`src/rtl/alu_exec_ctrl.sv`:
```
// Instruction sequencer for an external multi-cycle ALU: decodes one instruction,
// drives registered operands for P_ALU_LATENCY cycles, then writes back result and flags.
module alu_exec_ctrl #(
  parameter int          P_ALU_LATENCY = 1,
  parameter logic [3:0]  P_CMP_OPCODE  = 4'b1011
) (
  input  logic        I_CLK,
  input  logic        I_RESET,
  input  logic [15:0] I_INSTR,
  input  logic        I_INSTR_VALID,
  output logic        O_INSTR_READY,
  output logic [15:0] O_ALU_A,
  output logic [15:0] O_ALU_B,
  output logic [3:0]  O_ALU_OPCODE,
  output logic        O_ALU_ENABLE,
  input  logic [15:0] I_ALU_C,
  input  logic [4:0]  I_ALU_STATUS,
  output logic [4:0]  O_PSR,
  input  logic [3:0]  I_DBG_ADDR,
  output logic [15:0] O_DBG_DATA,
  output logic        O_BUSY
);

  typedef enum logic [1:0] {IDLE, EXEC, WB} state_e;

  localparam logic [1:0] CNT_LAST = 2'(P_ALU_LATENCY - 1);

  state_e      state_q, state_d;
  logic [1:0]  cnt_q, cnt_d;
  logic [15:0] rf_q [16];
  logic [3:0]  rdest_q;
  logic [15:0] alu_a_q, alu_b_q;
  logic [3:0]  alu_op_q;
  logic        alu_en_q;
  logic [4:0]  psr_q;

  logic        accept, wb_we;
  logic        rtype;
  logic [3:0]  op_dec;
  logic [15:0] b_dec;

  assign rtype  = (I_INSTR[15:12] == 4'h0);
  assign op_dec = rtype ? I_INSTR[7:4] : I_INSTR[15:12];
  assign b_dec  = rtype ? rf_q[I_INSTR[3:0]] : {{8{I_INSTR[7]}}, I_INSTR[7:0]};

  always_comb begin
    state_d = state_q;
    cnt_d   = cnt_q;
    accept  = 1'b0;
    wb_we   = 1'b0;
    case (state_q)
      IDLE: if (I_INSTR_VALID) begin
        accept  = 1'b1;
        cnt_d   = 2'd0;
        state_d = EXEC;
      end
      EXEC: begin
        cnt_d = cnt_q + 2'd1;
        if (cnt_q == CNT_LAST) begin
          cnt_d   = 2'd0;
          state_d = WB;
        end
      end
      WB: begin
        wb_we   = 1'b1;
        state_d = IDLE;
      end
      default: state_d = IDLE;
    endcase
  end

  always_ff @(posedge I_CLK) begin
    if (I_RESET) begin
      state_q <= IDLE;
      cnt_q   <= 2'd0;
    end else begin
      state_q <= state_d;
      cnt_q   <= cnt_d;
    end
  end

  // Operands are sampled from the register file at accept, so Rdest == Rsrc
  // sees the pre-execution value on both ports.
  always_ff @(posedge I_CLK) begin
    if (I_RESET) begin
      rdest_q  <= 4'h0;
      alu_a_q  <= 16'h0;
      alu_b_q  <= 16'h0;
      alu_op_q <= 4'h0;
      alu_en_q <= 1'b0;
      psr_q    <= 5'h0;
    end else begin
      alu_en_q <= (state_d == EXEC);
      if (accept) begin
        rdest_q  <= I_INSTR[11:8];
        alu_a_q  <= rf_q[I_INSTR[11:8]];
        alu_b_q  <= b_dec;
        alu_op_q <= op_dec;
      end
      if (wb_we) psr_q <= I_ALU_STATUS;
    end
  end

  always_ff @(posedge I_CLK) begin
    if (I_RESET) begin
      for (int i = 0; i < 16; i++) rf_q[i] <= 16'h0;
    end else if (wb_we && (alu_op_q != P_CMP_OPCODE)) begin
      rf_q[rdest_q] <= I_ALU_C;
    end
  end

  assign O_INSTR_READY = (state_q == IDLE) && !I_RESET;
  assign O_BUSY        = (state_q != IDLE) && !I_RESET;
  assign O_ALU_A       = alu_a_q;
  assign O_ALU_B       = alu_b_q;
  assign O_ALU_OPCODE  = alu_op_q;
  assign O_ALU_ENABLE  = alu_en_q;
  assign O_PSR         = psr_q;
  assign O_DBG_DATA    = rf_q[I_DBG_ADDR];

endmodule

```
`config.mk`:
```
export PLATFORM = sky130hd
export DESIGN_NAME = alu_exec_ctrl
export DESIGN_NICKNAME = d
export VERILOG_FILES = /design/src/rtl/alu_exec_ctrl.sv
export SDC_FILE = /design/constraint.sdc
export NUM_CORES = 1
export LEC_CHECK = 0
export CAP_MARGIN = 20
export CORE_UTILIZATION = 55
export DETAILED_ROUTE_END_ITERATION = 7
export GPL_TIMING_DRIVEN = 1
export MAX_ROUTING_LAYER = met4
export PLACE_DENSITY = 0.75
export SETUP_SLACK_MARGIN = 0.4
export SYNTH_ARGS = -nofsm -noshare
export SYNTH_HDL_FRONTEND = slang
export SYNTH_SLANG_ARGS = --single-unit
```
`constraint.sdc`:
```
create_clock -name I_CLK -period 5 [get_ports I_CLK]
set_input_delay 0.5 -clock I_CLK [delete_from_list [all_inputs] [get_ports I_CLK]]
set_output_delay 0.5 -clock I_CLK [all_outputs]
set_load 0.005 [all_outputs]
```
==> results of run 1 <==
[tightest hold or removal path: cells and delay by family, from the launching register on]
kind,cells,cell delay [ns]
DFF,1,0.31
and+or+nand+nor,2,0.10
[through the flow]
stage / utilization (%) / hold slack [ns] / power [uW]
after global routing: 63.6 / 0.482 / 6450
after global placement: 59.9 / 0.441 / 3760
after CTS: 63.5 / 0.454 / 6280
after detailed placement: 59.9 / 0.445 / 3780
after floorplan: - / 0.446 / 3450
final: 63.6 / 0.452 / 6290
[synth_stat cells (2+ instances only)]
library cell,number
mux2i_1,94
edfxtp_1,256
o21ai_0,32
nand2b_1,4
a31oi_1,10
o221ai_1,2
dfxtp_1,50
and2_1,259
and3_1,2
or2_2,17
nor2_1,16
buf_2,33
mux2_2,7
ha_1,2
buf_1,9
nor2b_1,5
mux4_2,166
a221oi_1,2
nor3_4,10
buf_6,7
a32o_1,2
clkbuf_1,63
buf_4,5
nand2_1,31
nor3_1,4
nand3_1,38
a22o_1,32
inv_1,4
nor3_2,2
nor4_4,4
a21oi_1,13
nand3b_1,2
a22oi_1,43
[metal layers]
metal  track usage (%)  vias to the layer above  part of all wire [%]
met2              52.4                     1063                    46
met4              12.7                        0                   3.8
met1              46.1                     6128                    37
met3              7.90                      167                    13
li1                  -                     4992                     -
met5                 -                        -                     0
[logic make-up after synthesis]
kind of cell	count (synthesis)	share of synthesized area, %
AO/OA/AOI/OAI	143	5.70
adder cells (fa/ha/maj)	2	0.142
buffers and inverters	122	3.33
flip-flops	306	49.4
multiplexers	267	27.0
AND/OR/NAND/NOR	402	14.4
[final cells by class]
type / count / area, um2
sequential: 306 / 8690
antenna: 4 / 10.0
multi-input combinational: 814 / 8330
fill: 2253 / 11500
inverter: 4 / 15.0
clock buffer: 46 / 980
tap: 402 / 503
timing repair buffer: 148 / 1390
clock inverter: 15 / 153
[power groups by stage]
stage / combinational, uW / sequential [uW] / clock, uW
6_report: 800 / 2950 / 2550
5_1_grt: 837 / 2960 / 2650
4_1_cts: 787 / 2940 / 2550
3_5_place_dp: 783 / 3000 / 0
3_3_place_gp: 772 / 2990 / 0
2_1_floorplan: 488 / 2960 / 0
[worst paths after layout]
path                         to  slack (ns)  cells past startpoint
setup / recovery  O_DBG_DATA[6]        1.50                      5
setup reg to reg    rf_q[10][8]        1.96                      6
hold / removal       O_ALU_A[9]        0.45                      2
hold reg to reg      O_ALU_A[9]        0.45                      2
[sequential cells by signal, summed over array words and instances, names as in the netlist]
signal and count:
rf_q 256, O_ALU_A 16, O_ALU_B 16, O_PSR 5, O_ALU_OPCODE 4, rdest_q 4
cnt_q 2, state_q 2, O_ALU_ENABLE 1
[placed cells by master, fill, tap and decap left out, types with 5 or more instances in the layout]
cell             count
or2_2               17
mux2i_1             94
a31oi_1             10
and2_1             259
a22o_1              32
mux4_2             166
dfxtp_1             50
clkbuf_16           37
clkinv_2             5
a21oi_1             13
a22oi_1             43
nand3_1             38
nor2_1              16
o21ai_0             32
mux2_2               7
buf_4               44
nand2_1             31
clkbuf_1             7
nor3_4              10
clkdlybuf4s50_1     97
edfxtp_1           256
==> flow_summary.json, run 1 <==
{
  "clockPowerShare_pct": 40.4,
  "vias": 12350,
  "ys.flop_type": "edfxtp_1",
  "crit_path_top_delay_cell": "mux4_2",
  "clockRootBuffer": "clkbuf_16",
  "cts_tree": "done",
  "post-dp-hpwl_mm": 34.8,
  "placed_area_um2": 18900,
  "irDropWorstVdd_v": 0.000236,
  "p_comb_share_pct": 12.7,
  "r2r-start": "state_q[1]",
  "syn_to_final_growth_pct": 14.0,
  "postCtsSetupRepairBufs": 0,
  "p_leak_uw": 0.00742,
  "pre_cts_ws_ns": 1.48,
  "clk_pin_slew_worst_paths_ns": 0.06,
  "crit_fanout": 34,
  "grt_pass1_vias": 11939,
  "ys_types": 49,
  "die_y_um": 181,
  "p_int_uw": 4770,
  "port_buffers": 103,
  "drtPass1Iterations": 5,
  "antenna_found_initial": 4,
  "initial_core_util_pct": 55.8,
  "drc": 0,
  "pwr_density_cell_nw_per_um2": 314,
  "hold_class": "flop to flop",
  "critPathArrivalTime_ns": 3.00,
  "synth_area_leaders": "edfxtp_1 (44%), mux4_2 (21%), and2_1 (9.2%)",
  "rsz0062_at_grt": "false",
  "hold_viol_final": 0,
  "die_x_um": 181,
  "pin_count": 104,
  "pwr-share-seq_pct": 46.8,
  "die-area_um2": 32700,
  "period_needed_ns": 3.50,
  "syn-cell-area_um2": 17600,
  "worstMarginPinSlew_ns": 0.977,
  "syn_nets": 1288,
  "placed_cells": 1673,
  "cp.required_ns": 4.50,
  "worst_slack_ns": 1.50,
  "postCtsHoldBufs": 0,
  "worstSetupPathType": "primary input to output pin",
  "htree_levels": 2,
  "drt_iter0_drc": 1974,
  "startpoint": "I_DBG_ADDR[0]",
  "gr-usage-all-layers_pct": 34.7,
  "cts_sinks": 306,
  "synthCells": 1242,
  "maxCapViolations": 0,
  "start_kind": "primary input",
  "p_switching_uw": 1520,
  "avgViaCountPerCell": 7.10,
  "status": "finished clean",
  "drive_gt1_share_pct": 23.4,
  "cts_resized": 0,
  "place_congestion": 0.923,
  "clkLatencyLatePin_ns": 0.52,
  "num_rows": 65,
  "design_area_um2": 20100,
  "slowest_delay_ns": 0.54,
  "fin_skew_ns": 0.0258,
  "synth_top_cell_by_area": "edfxtp_1",
  "cts_buffers": 34,
  "grt_overflow": 0,
  "clockBufferDepth": 3,
  "yosysTopAreaCellShare_pct": 43.7,
  "slew_headroom_pct": 34.9,
  "post_drt_wl_per_cell_um": 31.1,
  "slew_viol_final": 0,
  "crit_buf_inv": 3,
  "fp.coreArea_um2": 31600,
  "antenna_left": 0,
  "avgSynthCellArea_um2": 14.2,
  "cp_cell_sequence": "buf_4, buf_12, mux4_2, mux4_2, clkdlybuf4s50_1",
  "final_nets": 1354,
  "async_reset_ff_share_pct": 0,
  "finalSetupViolCount": 0,
  "min_period_over_period_pct": 70.0,
  "ys_seq_area_share_pct": 49.4,
  "cpMostUsedCell": "mux4_2",
  "ys_seq_elements": 306,
  "crit_path_end_kind": "output pin",
  "grt_max_degree": 54,
  "tns_ns": 0,
  "hold_start": "O_ALU_A[9]",
  "synth_edf_count": 256,
  "critical_path.top_delay_family": "buffers and inverters",
  "wl_mm": 54.1,
  "grt_pass1_wl_mm": 79.8,
  "yosysWarnings": 0,
  "final-instance-count-excl-fill": 1739,
  "fmax_mhz": 286,
  "p_sw_share_pct": 24.1
}
No activity file was read; power rests on OpenSTA's default activity.
==> inputs of run 2 (changes only) <==
clock period = 3.5 ns   (was 5 ns; I/O delays follow)
==> run 2 against run 1 <==
- highest routed layer unchanged
- register-to-register slack worse by 1.1 ns
- critical path depth down 2
- global-route usage up 1.2 points
- combinational power up 46%
- die area unchanged
- sequential share of layout area about the same
==> flow_summary.json, run 2 (synthesis gave the netlist of run 1 again) <==
{
  "hold_viol_final": 0,
  "drive_gt1_share_pct": 23.9,
  "die_x_um": 181,
  "pwr-share-seq_pct": 47.4,
  "timing.rr.end": "rf_q[2][9]",
  "syn_to_final_growth_pct": 14.0,
  "antenna_left": 0,
  "critical_path.top_delay_family": "multiplexers",
  "slew_headroom_pct": 16.8,
  "status": "finished clean",
  "hold_ws_ns": 0.447,
  "grt_max_degree": 65,
  "fmax_mhz": 349,
  "htree_levels": 2,
  "place_congestion": 0.944,
  "wl_mm": 56.1,
  "p_switching_uw": 2170,
  "layout_common_cells": "and2_1 (259), edfxtp_1 (256), mux4_2 (166)",
  "vias": 12430,
  "largest_reg_flops": 256,
  "grt_pass1_vias": 11898,
  "num_rows": 65,
  "top_register": "rf_q",
  "cp.depth": 3,
  "maxCapViolations": 0,
  "reg2regPathDepth": 5,
  "slowest_delay_ns": 0.51,
  "clockBufferDepth": 3,
  "cts_tree": "done",
  "p_leak_uw": 0.00744,
  "final_nets": 1362,
  "cp_cell_sequence": "mux4_2, mux4_2, clkdlybuf4s50_1",
  "irDropWorstVdd_v": 0.000264,
  "cts_buffers": 34,
  "min_period_over_period_pct": 81.8,
  "die_y_um": 181,
  "hold_class": "primary input to flop",
  "startpoint": "rf_q[10][2]",
  "grt_overflow": 0,
  "period_needed_ns": 2.86,
  "p_int_uw": 6700,
  "drc": 0,
  "finalSetupViolCount": 0,
  "crit_path_top_delay_cell": "mux4_2",
  "fp.coreArea_um2": 31600,
  "cp.required_ns": 3.15,
  "crit_end": "O_DBG_DATA[2]",
  "crit_buf_inv": 1,
  "grt_pass1_wl_mm": 81.3,
  "port_buffers": 103,
  "die-area_um2": 32700,
  "p_comb_share_pct": 13.2,
  "pre_cts_ws_ns": 0.751,
  "p_sw_share_pct": 24.4,
  "postCtsHoldBufs": 0,
  "crit_fanout": 3,
  "tns_ns": 0,
  "avgViaCountPerCell": 7.14,
  "pin_count": 104,
  "drt_iter0_drc": 1939,
  "clockPowerShare_pct": 39.4,
  "start_kind": "flop",
  "postCtsSetupRepairBufs": 0,
  "crit_path_end_kind": "output pin",
  "design_area_um2": 20100,
  "worstSetupPathType": "flop to output pin",
  "reg2reg_slack_ns": 0.90,
  "slew_viol_final": 0,
  "rsz0062_at_grt": "false",
  "pwr_density_cell_nw_per_um2": 442,
  "placed_area_um2": 19000,
  "clockRootBuffer": "clkbuf_16",
  "antenna_found_initial": 4,
  "clkLatencyLatePin_ns": 0.52,
  "cts_resized": 0,
  "clk_pin_slew_worst_paths_ns": 0.06,
  "r2r-start": "state_q[1]",
  "final_common_cell": "and2_1",
  "post_drt_wl_per_cell_um": 32.2,
  "post-dp-hpwl_mm": 34.4,
  "initial_core_util_pct": 55.8,
  "gr-usage-all-layers_pct": 35.8,
  "fin_skew_ns": 0.0226,
  "worst_slack_ns": 0.635,
  "drtPass1Iterations": 5,
  "worstMarginPinSlew_ns": 1.25,
  "cpMostUsedCell": "mux4_2",
  "critPathArrivalTime_ns": 2.51,
  "cts_sinks": 306
}
run 2: changes by cell type in the layout (fill, tap and decap cells not counted), moves of 2 or more:
cell,delta
clkinvlp_4,-2
buf_12,+2
buf_4,+8
clkinv_1,-2
buf_8,-2
run 2: stage by stage:
stage,util [%],instances,total power [uW]
after global routing,63.6,1742,9080
after floorplan,-,1242,4930
after global placement,60.2,1681,5410
after CTS,63.6,1738,8860
after detailed placement,60.2,1681,5420
final,63.6,1742,8870
run 2: worst min-delay path by stage:
| stage | to | from | cells past startpoint |
|---|---|---|---|
| 2_1_floorplan | O_ALU_A[6] | O_ALU_A[6] | 2 |
| 3_3_place_gp | O_ALU_A[11] | O_ALU_A[11] | 2 |
| 3_5_place_dp | O_ALU_A[0] | O_ALU_A[0] | 2 |
| 4_1_cts | O_PSR[2] | I_ALU_STATUS[2] | 3 |
| 5_1_grt | O_PSR[0] | I_ALU_STATUS[0] | 3 |
| 6_report | O_PSR[2] | I_ALU_STATUS[2] | 3 |
run 2: metal layers:
metal  wire length, um  track usage (%)  part of all wire (%)  vias up
li1                  -                -                     -     4996
met1             20600             47.9                    37     6252
met2             25100             51.6                    45      987
met3              7790             10.2                    14      195
met4              2640             14.7                   4.7        0
met5                 0                -                     0        -
run 2: layout make-up:
type,instances,area [um2]
fillers,2291,11500
flip-flops and latches,306,8690
multi-input cells,814,8330
repair buffers,156,1460
clock buffers,45,956
well taps,402,503
clock inverters,12,114
inverters,4,15.0
diodes,3,7.51
run 2: power by group through the flow:
stage / sequential, uW / clock [uW] / combinational [uW]
after global placement: 4270 / 0 / 1140
final: 4210 / 3490 / 1170
after CTS: 4200 / 3500 / 1150
after global routing: 4220 / 3630 / 1220
after floorplan: 4230 / 0 / 697
after detailed placement: 4280 / 0 / 1150
run 2: worst register-to-register path, cell delays in order, from the launching register on:
cell,delay [ns]
dfxtp_1,0.52
nand2b_4,0.14
or3_1,0.38
buf_4,0.29
nor4_4,0.29
or2_2,0.60
==> RTL change 1: new RTL, settings of run 2 <==
Register the output `O_DBG_DATA`, cleared by the reset; this adds one clock of latency there. The other outputs are not delayed to match.
--- a/src/rtl/alu_exec_ctrl.sv
+++ b/src/rtl/alu_exec_ctrl.sv
@@ -116,7 +116,13 @@
   assign O_ALU_OPCODE  = alu_op_q;
   assign O_ALU_ENABLE  = alu_en_q;
   assign O_PSR         = psr_q;
-  assign O_DBG_DATA    = rf_q[I_DBG_ADDR];
+  always_ff @(posedge I_CLK) begin
+    if (I_RESET) begin
+      O_DBG_DATA <= '0;
+    end else begin
+      O_DBG_DATA <= rf_q[I_DBG_ADDR];
+    end
+  end
 
 endmodule
 
Function: changed (a bounded check fails within 4 cycles, from zero or initial values and one cycle with I_RESET high).
==> RTL change 1 against run 2 <==
  * Synthesized area is 2.5% higher
  * Via count is 0.98% lower
  * Wire length is 0.17% lower
  * Non-clock buffer count stayed put
  * Worst setup slack better by 0.24 ns
  * Final area is 2.7% higher
  * Register-to-register slack worse by 0.02 ns
  * Die area is 2.5% higher
  * Total power is 4.1% higher
  * Sequential cell count is 16 higher
  * Cell count is 0.80% higher
  * Critical path type is now reg -> reg
  * Largest power group unchanged
  * Highest routed layer unchanged
==> RTL change 1: results (changes against run 2) <==
| Metric | Value |
|---|---|
| Seq/Total Area, Yosys | 49.9% (+0.57 points) |
| LEAKAGE | 7.46 nW (+0.25%) |
| Synth cell count leaders | 259 x and2_1, 256 x edfxtp_1, 205 x mux4_2, 66 x clkbuf_1, 66 x dfxtp_1 |
| Ys Warns | 0 (unchanged) |
| Total track usage | 35.4% (-0.45 points) |
| Post-CTS Setup Bufs | 0 (unchanged) |
| Gpl congestion | 0.925 (-2.0%) |
| Crit-path slowest cell | or2_1 |
| Synth area leaders | edfxtp_1 43%, mux4_2 26%, and2_1 9.0% |
| Int Pwr | 0.00701 W (+4.5%) |
| Area leader, netlist | edfxtp_1 |
| Sum Neg Setup Slack | 0 ns (unchanged) |
| Pin count of the biggest net entering global routing | 86 (+32%) |
| Hold Path Class | in -> reg |
| First-pass GRT wire length | 81400 um (+0.14%) |
| Final Skew | 0.0139 ns (-0.00869 ns) |
| Clock transition at path regs | 0.06 ns (about the same) |
| Antenna violations before repair | 1 (-3) |
| DPL Wire Length | 34200 um (-0.69%) |
| Top Family by Delay on Critical Path | simple AND/OR/NAND/NOR gates |
| Clock Tree Root | clkbuf_16 |
| Worst-margin pin slew | 1.13 ns (-0.120 ns) |
| 1st-iter DRT viols | 2056 (+6.0%) |
| Layout cells sized above 1 | 26.8% (+3.0 points) |
| CP arrival | 2.84 ns (+0.33 ns) |
| Status | completed |
| Nets | 1339 (-1.7%) |
| CP Max Fanout | 16 (+13) |
| Critical Path Max Stage Delay | 0.56 ns (+0.05 ns) |
| Clk buf depth | 3 (unchanged) |
| Routed WL | 56000 um (-0.17%) |
| Max IR drop VDD | 0.267 mV (+1.2%) |
| Synth unique cells | 47 (-4.1%) |
| Max FFs per register | 256 (unchanged) |
| Via count | 12308 (-0.98%) |
| CTS H-tree depth | 2 (unchanged) |
[RTL change 1: through the flow]
| stage | cells | setup WS (ns) | instance area (sq um) | total power [W] | util (%) |
|---|---|---|---|---|---|
| after floorplan | 1216 | 1.11 | 18000 | 0.00516 | - |
| after global placement | 1691 | 0.972 | 19500 | 0.00562 | 61.1 |
| after detailed placement | 1691 | 0.890 | 19500 | 0.00565 | 61.1 |
| after CTS | 1753 | 0.872 | 20600 | 0.00922 | 64.6 |
| after global routing | 1755 | 0.761 | 20600 | 0.00945 | 64.7 |
| final | 1756 | 0.878 | 20600 | 0.00924 | 64.7 |
[RTL change 1: layout make-up]
type | instances | area (sq um)
Tap cell | 435 | 544
Antenna cell | 2 | 5.00
Clock inverter | 19 | 165
Inverter | 3 | 11.3
Timing Repair Buffer | 156 | 1490
Clock buffer | 43 | 948
Fill cell | 2293 | 11300
Multi-Input combinational cell | 776 | 8440
Sequential cell | 322 | 9010
[RTL change 1: layer usage]
metal  GRT usage [%]  vias to the layer above  share of wire (%)
li1                -                     4902                  -
met1            45.8                     6105                 35
met2            53.0                     1115                 46
met3            8.68                      186                 13
met4            16.3                        0                4.9
met5               -                        -                  0
[RTL change 1: logic make-up after synthesis]
| group | after synthesis | share of synthesized area (%) |
|---|---|---|
| AO/OA/AOI/OAI | 116 | 4.70 |
| adder cells (fa/ha/maj) | 2 | 0.139 |
| buffers and inverters | 118 | 3.27 |
| flip-flops | 322 | 49.9 |
| multiplexers | 227 | 26.8 |
| AND/OR/NAND/NOR | 431 | 15.1 |
[RTL change 1: final timing paths]
| path | startpoint | to | slack [ns] | cells past startpoint |
|---|---|---|---|---|
| worst max-delay path | state_q[1] | rf_q[14][12] | 0.88 | 6 |
| worst min-delay path | I_ALU_STATUS[4] | O_PSR[4] | 0.45 | 3 |
| worst max register to register | state_q[1] | rf_q[14][12] | 0.88 | 6 |
| worst min register to register | O_ALU_A[10] | O_ALU_A[10] | 0.47 | 2 |
[RTL change 1: power groups by stage]
stage / registers [W] / logic [W] / clock network, W
global placement: 0.00448 / 0.00114 / 0
global route: 0.00442 / 0.00123 / 0.00380
CTS: 0.00440 / 0.00117 / 0.00365
floorplan: 0.00444 / 0.000724 / 0
finish: 0.00441 / 0.00118 / 0.00365
detailed placement: 0.00449 / 0.00116 / 0
[RTL change 1: worst reg2reg max path: stages, from the launching register on]
cell      delay, ns
dfxtp_1        0.52
nand2b_4       0.14
or3_1          0.34
buf_4          0.28
nor3_4         0.25
or2_1          0.56
buf_12         0.24
==> RTL change 2: new RTL, config.mk and constraints of run 2 <==
Without the edit above. Re-encode `state_e` (3 states) as one-hot, 3 bits wide.
--- a/src/rtl/alu_exec_ctrl.sv
+++ b/src/rtl/alu_exec_ctrl.sv
@@ -21,7 +21,7 @@
   output logic        O_BUSY
 );
 
-  typedef enum logic [1:0] {IDLE, EXEC, WB} state_e;
+  typedef enum logic [2:0] {IDLE = 3'b001, EXEC = 3'b010, WB = 3'b100} state_e;
 
   localparam logic [1:0] CNT_LAST = 2'(P_ALU_LATENCY - 1);
 
Function: no difference found for any inputs over 4 cycles, from zero or initial values and one cycle with I_RESET high; so few cycles prove little.
==> RTL change 2 against run 2 <==
  * Sequential cell count is 1 higher
  * Worst setup slack worse by 0.052 ns
  * Register-to-register slack worse by 0.30 ns
  * Total power rose by 3.5%
  * Sequential power barely moved
  * Cell count decreased by 1.3%
  * Final area increased by 0.61%
  * Via count down 0.97%
  * Sequential share of layout area fell by 0.16 points
  * Wire length about the same
  * Count of clock-buffer cells in the layout is 3 higher
  * Synthesized cell count fell by 2.3%
  * Synthesized area about the same
  * Critical endpoint is now O_DBG_DATA[6]
==> RTL change 2: results (changes against run 2) <==
| Metric | Value |
|---|---|
| Syn-to-layout area delta | 14.8% |
| GR Util met1 | 48.0% (+0.14 points) |
| Nonclk buf count | 152 (-2.6%) |
| Top Family by Delay on Critical Path | buffers and inverters |
| Critical Path Max Stage Delay | 0.55 ns (+0.04 ns) |
| Crit share post-route | 83.3% (+1.5 points) |
| Synth area leaders | edfxtp_1 44%, mux4_2 24%, and2_1 9.2% |
| Synth cell count leaders | 260 x and2_1, 256 x edfxtp_1, 190 x mux4_2, 66 x clkbuf_1, 51 x dfxtp_1 |
| Final Skew | 0.0128 ns (-0.00973 ns) |
| Int Pwr | 0.00696 W (+3.8%) |
| Placed Cells | 1653 (-1.7%) |
| Met2 Use GR | 53.9% (+2.3 points) |
| Crit path launch | I_DBG_ADDR[1] |
| CP endpoint | O_DBG_DATA[6] |
| First-pass GRT wire length | 81800 um (+0.70%) |
| Met3 Track Usage GR | 8.04% (-2.2 points) |
| Synth unique cells | 55 (+12%) |
| DPL Wire Length | 35900 um (+4.5%) |
| Multi-input gate count | 788 (-3.2%) |
| Hold_sp | I_RESET |
| Vias per inst | 7.16 (+0.36%) |
| Filler Cells Inserted | 2248 (-1.9%) |
| Clock Sink Count | 307 (+0.33%) |
| LEAKAGE | 7.24 nW (-2.8%) |
| Multi-input gate area | 8340 sq um (about the same) |
| Buffering overhead | 7.16% (-0.094 points) |
| Status | completed |
-- RTL change 2: cell types whose count changed after synthesis, moves of 10 or more --
cell and delta:
a22oi_1 -26, nand3b_1 +15, o21ai_0 -18, mux2i_1 -54
nand3_1 -27, mux4_2 +24, buf_2 -16, nor2_1 +21
nand2_1 +12, nor3_4 -10
-- RTL change 2: metal layers --
layer	part of all wire [%]	up-vias
met3	13	176
li1	-	4906
met4	4.2	0
met5	0	-
met2	47	977
met1	36	6251
-- RTL change 2: power groups by stage --
stage	clock network (W)	logic, W	registers, W
after floorplan	0	0.000699	0.00424
after global placement	0	0.00112	0.00428
after detailed placement	0	0.00114	0.00429
after CTS	0.00379	0.00114	0.00421
after global routing	0.00395	0.00120	0.00423
final	0.00380	0.00116	0.00422
-- RTL change 2: logic make-up after synthesis --
| kind of cell | synth area share (%) |
|---|---|
| adders and majority gates | 0.142 |
| AOI/OAI and AO/OA | 4.96 |
| DFF | 49.5 |
| buffers and inverters | 3.23 |
| muxes | 27.7 |
| and+or+nand+nor | 14.5 |
